--- src/rtl/gcd_rr_operand_mux_if.sv ---
// Operand-channel bundle between the N:1 operand selector and its sources/GCD core.
// master = selector side, slave = environment (sources and downstream core).
interface gcd_rr_operand_mux_if #(
  parameter int unsigned WID = 8,
  parameter int unsigned NCH = 4
);
  localparam int unsigned CH_W = $clog2(NCH);

  logic [NCH-1:0]     in_valid;
  logic [NCH*WID-1:0] in_data;
  logic [NCH-1:0]     in_ready;
  logic               o_valid;
  logic [WID-1:0]     o_data;
  logic [CH_W-1:0]    o_ch;
  logic               o_ready;

  modport master (
    input  in_valid, in_data, o_ready,
    output in_ready, o_valid, o_data, o_ch
  );

  modport slave (
    output in_valid, in_data, o_ready,
    input  in_ready, o_valid, o_data, o_ch
  );
endinterface

--- src/rtl/gcd_rr_operand_mux.sv ---
// Registered N:1 operand selector for the GCD datapath: round-robin or fixed-priority
// arbitration into a one-entry output register with valid/ready and a channel tag.
module gcd_rr_operand_mux #(
  parameter int unsigned WID     = 8,
  parameter int unsigned NCH     = 4,
  parameter int unsigned RR_MODE = 1
) (
  input  logic                 clk,
  input  logic                 rst,
  gcd_rr_operand_mux_if.master io_bus
);
  localparam int unsigned CH_W = $clog2(NCH);

  logic [CH_W-1:0] r_ptr;
  logic            r_valid;
  logic [WID-1:0]  r_data;
  logic [CH_W-1:0] r_ch;

  logic [CH_W-1:0] w_ptr_nxt;
  logic            w_valid_nxt;
  logic [WID-1:0]  w_data_nxt;
  logic [CH_W-1:0] w_ch_nxt;
  logic [CH_W-1:0] w_base;
  logic [CH_W-1:0] w_grant;
  logic            w_any;
  logic            w_load_en;
  logic            w_xfer;
  logic [NCH-1:0]  w_ready;

  // Modulo-NCH add; wraps at NCH, not at 2^CH_W, so non-power-of-two NCH stays in range.
  function automatic logic [CH_W-1:0] wrap_idx(input logic [CH_W-1:0] base,
                                               input int unsigned    off);
    int unsigned s;
    s = 32'(base) + off;
    if (s >= NCH) s = s - NCH;
    return CH_W'(s);
  endfunction

  assign w_base    = (RR_MODE != 0) ? r_ptr : '0;
  assign w_load_en = !r_valid || io_bus.o_ready;
  assign w_xfer    = w_load_en && w_any && !rst;

  // Scan from the base channel; first asserted valid wins.
  always_comb begin
    w_any   = 1'b0;
    w_grant = '0;
    for (int unsigned i = 0; i < NCH; i++) begin
      if (!w_any && io_bus.in_valid[wrap_idx(w_base, i)]) begin
        w_any   = 1'b1;
        w_grant = wrap_idx(w_base, i);
      end
    end
  end

  always_comb begin
    w_ready     = '0;
    w_valid_nxt = r_valid;
    w_data_nxt  = r_data;
    w_ch_nxt    = r_ch;
    w_ptr_nxt   = r_ptr;
    if (w_xfer) begin
      w_ready[w_grant] = 1'b1;
      w_valid_nxt      = 1'b1;
      w_data_nxt       = io_bus.in_data[32'(w_grant)*WID +: WID];
      w_ch_nxt         = w_grant;
      if (RR_MODE != 0) w_ptr_nxt = wrap_idx(w_grant, 1);
    end else if (r_valid && io_bus.o_ready) begin
      w_valid_nxt = 1'b0;
    end
  end

  always_ff @(posedge clk or posedge rst) begin
    if (rst) begin
      r_valid <= 1'b0;
      r_data  <= '0;
      r_ch    <= '0;
      r_ptr   <= '0;
    end else begin
      r_valid <= w_valid_nxt;
      r_data  <= w_data_nxt;
      r_ch    <= w_ch_nxt;
      r_ptr   <= w_ptr_nxt;
    end
  end

  assign io_bus.in_ready = w_ready;
  assign io_bus.o_valid  = r_valid;
  assign io_bus.o_data   = r_data;
  assign io_bus.o_ch     = r_ch;
endmodule

--- src/flat_wrapper.sv ---
// flat-port wrapper written by rule: the top's interface ports become plain ports
module gcd_rr_operand_mux_flat 
#(
  parameter int unsigned WID     = 8,
  parameter int unsigned NCH     = 4,
  parameter int unsigned RR_MODE = 1
)
  (clk, rst, io_bus_in_valid, io_bus_in_data, io_bus_o_ready, io_bus_in_ready, io_bus_o_valid, io_bus_o_data, io_bus_o_ch);
  gcd_rr_operand_mux_if #(.WID(WID), .NCH(NCH)) io_bus_i ();
  input  logic clk;
  input  logic rst;
  input wire logic [$bits(io_bus_i.in_valid)-1:0] io_bus_in_valid;
  input wire logic [$bits(io_bus_i.in_data)-1:0] io_bus_in_data;
  input wire logic [$bits(io_bus_i.o_ready)-1:0] io_bus_o_ready;
  output wire logic [$bits(io_bus_i.in_ready)-1:0] io_bus_in_ready;
  output wire logic [$bits(io_bus_i.o_valid)-1:0] io_bus_o_valid;
  output wire logic [$bits(io_bus_i.o_data)-1:0] io_bus_o_data;
  output wire logic [$bits(io_bus_i.o_ch)-1:0] io_bus_o_ch;
  assign io_bus_i.in_valid = io_bus_in_valid;
  assign io_bus_i.in_data = io_bus_in_data;
  assign io_bus_i.o_ready = io_bus_o_ready;
  assign io_bus_in_ready = io_bus_i.in_ready;
  assign io_bus_o_valid = io_bus_i.o_valid;
  assign io_bus_o_data = io_bus_i.o_data;
  assign io_bus_o_ch = io_bus_i.o_ch;
  gcd_rr_operand_mux #(.WID(WID), .NCH(NCH), .RR_MODE(RR_MODE)) u_core (.clk(clk), .rst(rst), .io_bus(io_bus_i));
endmodule
--- config.mk ---
export PLATFORM = sky130hd
export DESIGN_NAME = gcd_rr_operand_mux_flat
export DESIGN_NICKNAME = d
export VERILOG_FILES = /design/src/rtl/gcd_rr_operand_mux_if.sv /design/src/rtl/gcd_rr_operand_mux.sv /design/src/flat_wrapper.sv
export SDC_FILE = /design/constraint.sdc
export NUM_CORES = 1
export LEC_CHECK = 0
export ABC_AREA = 1
export BUFFER_PORTS_ARGS = -buffer_cell sky130_fd_sc_hd__buf_2
export CAP_MARGIN = 20
export CORE_MARGIN = 10
export CORE_UTILIZATION = 40
export DETAILED_ROUTE_END_ITERATION = 8
export MAX_ROUTING_LAYER = met4
export PLACE_DENSITY = 0.73
export SLEW_MARGIN = 10
export SYNTH_ARGS = -nofsm -noshare
export SYNTH_HDL_FRONTEND = slang
export SYNTH_SLANG_ARGS = --single-unit
--- constraint.sdc ---
create_clock -name clk -period 2.67 [get_ports clk]
set_input_delay 0.4005 -clock clk [delete_from_list [all_inputs] [get_ports clk]]
set_output_delay 0.4005 -clock clk [all_outputs]
set_load 0.03 [all_outputs]
==> flow_metrics.env <==
export IMPL_outcome="completed"
export IMPL_synth_top_area_cell="nand2_1"
export IMPL_die_area_sq_um=5550
export IMPL_pwr_density_cell_nw_per_um2=1570
export IMPL_routabilityCongestion=0.845
export IMPL_finalPower_w=0.00247
export IMPL_rows=19
export IMPL_cp_end_kind="primary output"
export IMPL_worst_clock_skew_ps=1.88
export IMPL_drc=0
export IMPL_timing_worst_setup_path_type="reg2out"
export IMPL_period_needed_ps=2520
export IMPL_clk_insertion_delay_late_ps=270
export IMPL_wire_per_inst_um=11.4
export IMPL_core_sq_um=2810
export IMPL_critical_path_max_fanout=7
export IMPL_viasPerCell=4.68
export IMPL_cts_hold_buffers=0
export IMPL_final_cells=287
export IMPL_seqCellArea_sq_um=328
export IMPL_netlist_area_sq_um=1190
export IMPL_drtAntennaViolNets=0
export IMPL_drive_above_1_share_pct=37.9
export IMPL_grt_max_degree=20
export IMPL_arrival_ps=2120
export IMPL_slew_viol_final=0
export IMPL_die_y_um=74.5
export IMPL_multiInputGateArea_sq_um=766
export IMPL_setup_ws_ps=154
export IMPL_grt_pass1_wl_mm=5.29
export IMPL_io_buffers=53
export IMPL_cts_sinks=13
export IMPL_dp_slack_ps=291
export IMPL_avgSynthCellArea_sq_um=6.06
export IMPL_clk_pin_slew_ps=80
export IMPL_yosys_top_cells_area="nand2_1 33%, dfrtp_1 27%, nand3_1 9.3%"
export IMPL_fin_crit_sh_pct=94.2
export IMPL_yosys_area_top_type_share_pct=32.5
export IMPL_p_leak_nw=0.972
export IMPL_firstDrtPassIters=4
export IMPL_antenna_found_initial=0
export IMPL_syn_inst=196
export IMPL_hold_violations=0
export IMPL_synth_edf_count=0
export IMPL_gr_usage_all_layers_pct=12.0
export IMPL_placedCellCount=279
export IMPL_clk_root_buffer_cell="clkbuf_4"
export IMPL_critPathLaunchType="flip-flop"
export IMPL_setup_viol=0
export IMPL_area_growth_pct=31.8
export IMPL_top_level_ports=54
export IMPL_required_ps=2270
export IMPL_cts_buffers=3
export IMPL_cts_max_level=1
export IMPL_ys_seq_area_share_pct=27.4
export IMPL_synth_cell_types=23
export IMPL_initial_core_util_pct=42.4
export IMPL_fillers=302
export IMPL_synth_fp_nets=235
export IMPL_synth_common_cells="103 x nand2_1, 22 x nand3_1, 15 x nand2_2"
export IMPL_ir_drop_v=0.000816
export IMPL_fmax_ghz=0.397
export IMPL_yosys_register_bits=13
export IMPL_vias=1343
export IMPL_max_cap_violations=0
export IMPL_synth_ff_type="dfrtp_1"
export IMPL_worst_slew_pin_slew_ps=242
export IMPL_dpl_hpwl_mm=2.66
export IMPL_synth_warnings=0
export IMPL_overflow=0
export IMPL_n_antenna_cell=0
export IMPL_die_width_um=74.5
export IMPL_worst_hold_path_type="in2async"
export IMPL_rsz0062_at_grt="no"
export IMPL_grt_pass1_vias=1237
export IMPL_nets=296
export IMPL_routed_wl_mm=3.27
export IMPL_fin_util_pct=55.8
export IMPL_maxSlewHeadroom_pct=83.7
export IMPL_synth_most_common_cell="nand2_1"
export IMPL_async_flop_share_pct=100
export IMPL_clockBufferDepth=2
export IMPL_setup_tns_ps=0
export IMPL_dr_first_iter_drc_count=65
export IMPL_cts_tree="built"
[power breakdown]
group	switching (W)	leakage, nW	internal (W)
Sequential	0.0000712	0.158	0.000295
Clock	0.0000622	0.0150	0.0000579
Combinational	0.00129	0.799	0.000686
[worst paths after layout]
check	from	to	slack, ps	depth (start not counted)
min in group clk	io_bus_o_ready	u_core.io_bus.o_valid	420	4
max in group asynchronous	rst	u_core.r_ptr[1]	2310	3
hold / removal	rst	u_core.io_bus.o_data[3]	190	3
setup / recovery	u_core.r_ptr[0]	io_bus_in_ready[0]	150	13
hold reg to reg	u_core.io_bus.o_data[1]	u_core.io_bus.o_data[1]	480	2
setup reg to reg	u_core.r_ptr[0]	u_core.io_bus.o_data[4]	630	13
[placed cells by master, fill, tap and decap left out, drive strengths merged]
cell,instances
nand4,1
o21ai,2
clkbuf,5
inv,16
o21a,2
dfrtp,13
nor2,8
nand3b,1
nand2,120
o211ai,1
buf,62
nand3,24
a21oi,1
[critical path, cell delays in order, from the launching register on]
cell	delay [ps]
dfrtp_2	470
buf_4	180
nand2_2	70
nand3_1	80
nand2_2	130
nor2_1	70
nor2_2	210
nand2_8	80
nand2_8	90
inv_2	40
nor2_4	80
inv_2	40
nor2_1	80
buf_2	210
[cell type report]
cell class | count | area share, %
clock buffers | 4 | 1.68
inverters | 16 | 4.15
multi-input cells | 160 | 48.9
flip-flops and latches | 13 | 20.9
well taps | 31 | 2.48
repair buffers | 63 | 21.9
[flip-flops by register name (all words and copies together) (netlist names)]
name                   count
u_core.io_bus.o_ch         2
u_core.r_ptr               2
u_core.io_bus.o_data       8
u_core.io_bus.o_valid      1
[metal layers]
metal	GRT usage, %	vias to the layer above	share of wire (%)
met4	4.83	0	1.3
met1	16.1	564	47
met3	2.26	4	7.3
li1	-	725	-
met2	17.3	50	44
met5	-	-	0
[through the flow]
stage | instance area [sq um] | hold WS (ps)
6_report | 1570 | 193
5_1_grt | 1570 | 223
4_1_cts | 1510 | 160
3_5_place_dp | 1480 | 442
3_3_place_gp | 1480 | 458
2_1_floorplan | 1190 | 286
[kinds of logic (layout without fill, tap and decap cells)]
logic type      after synthesis  count (layout)  synth area share (%)
simple gates                154             154                  59.2
buf+inv                      23              83                  10.0
flops                        13              13                  27.4
compound gates                6               6                  3.47
[repair_timing]
item / in CTS / in global routing
pin swaps: 0 / 4
setup buffers: 0 / 4
setup endpoints to repair: 2 / 4
hold endpoints to repair: 0 / 0
resized for setup: 3 / 6
Note: power is estimated with default switching activity, not from simulation.
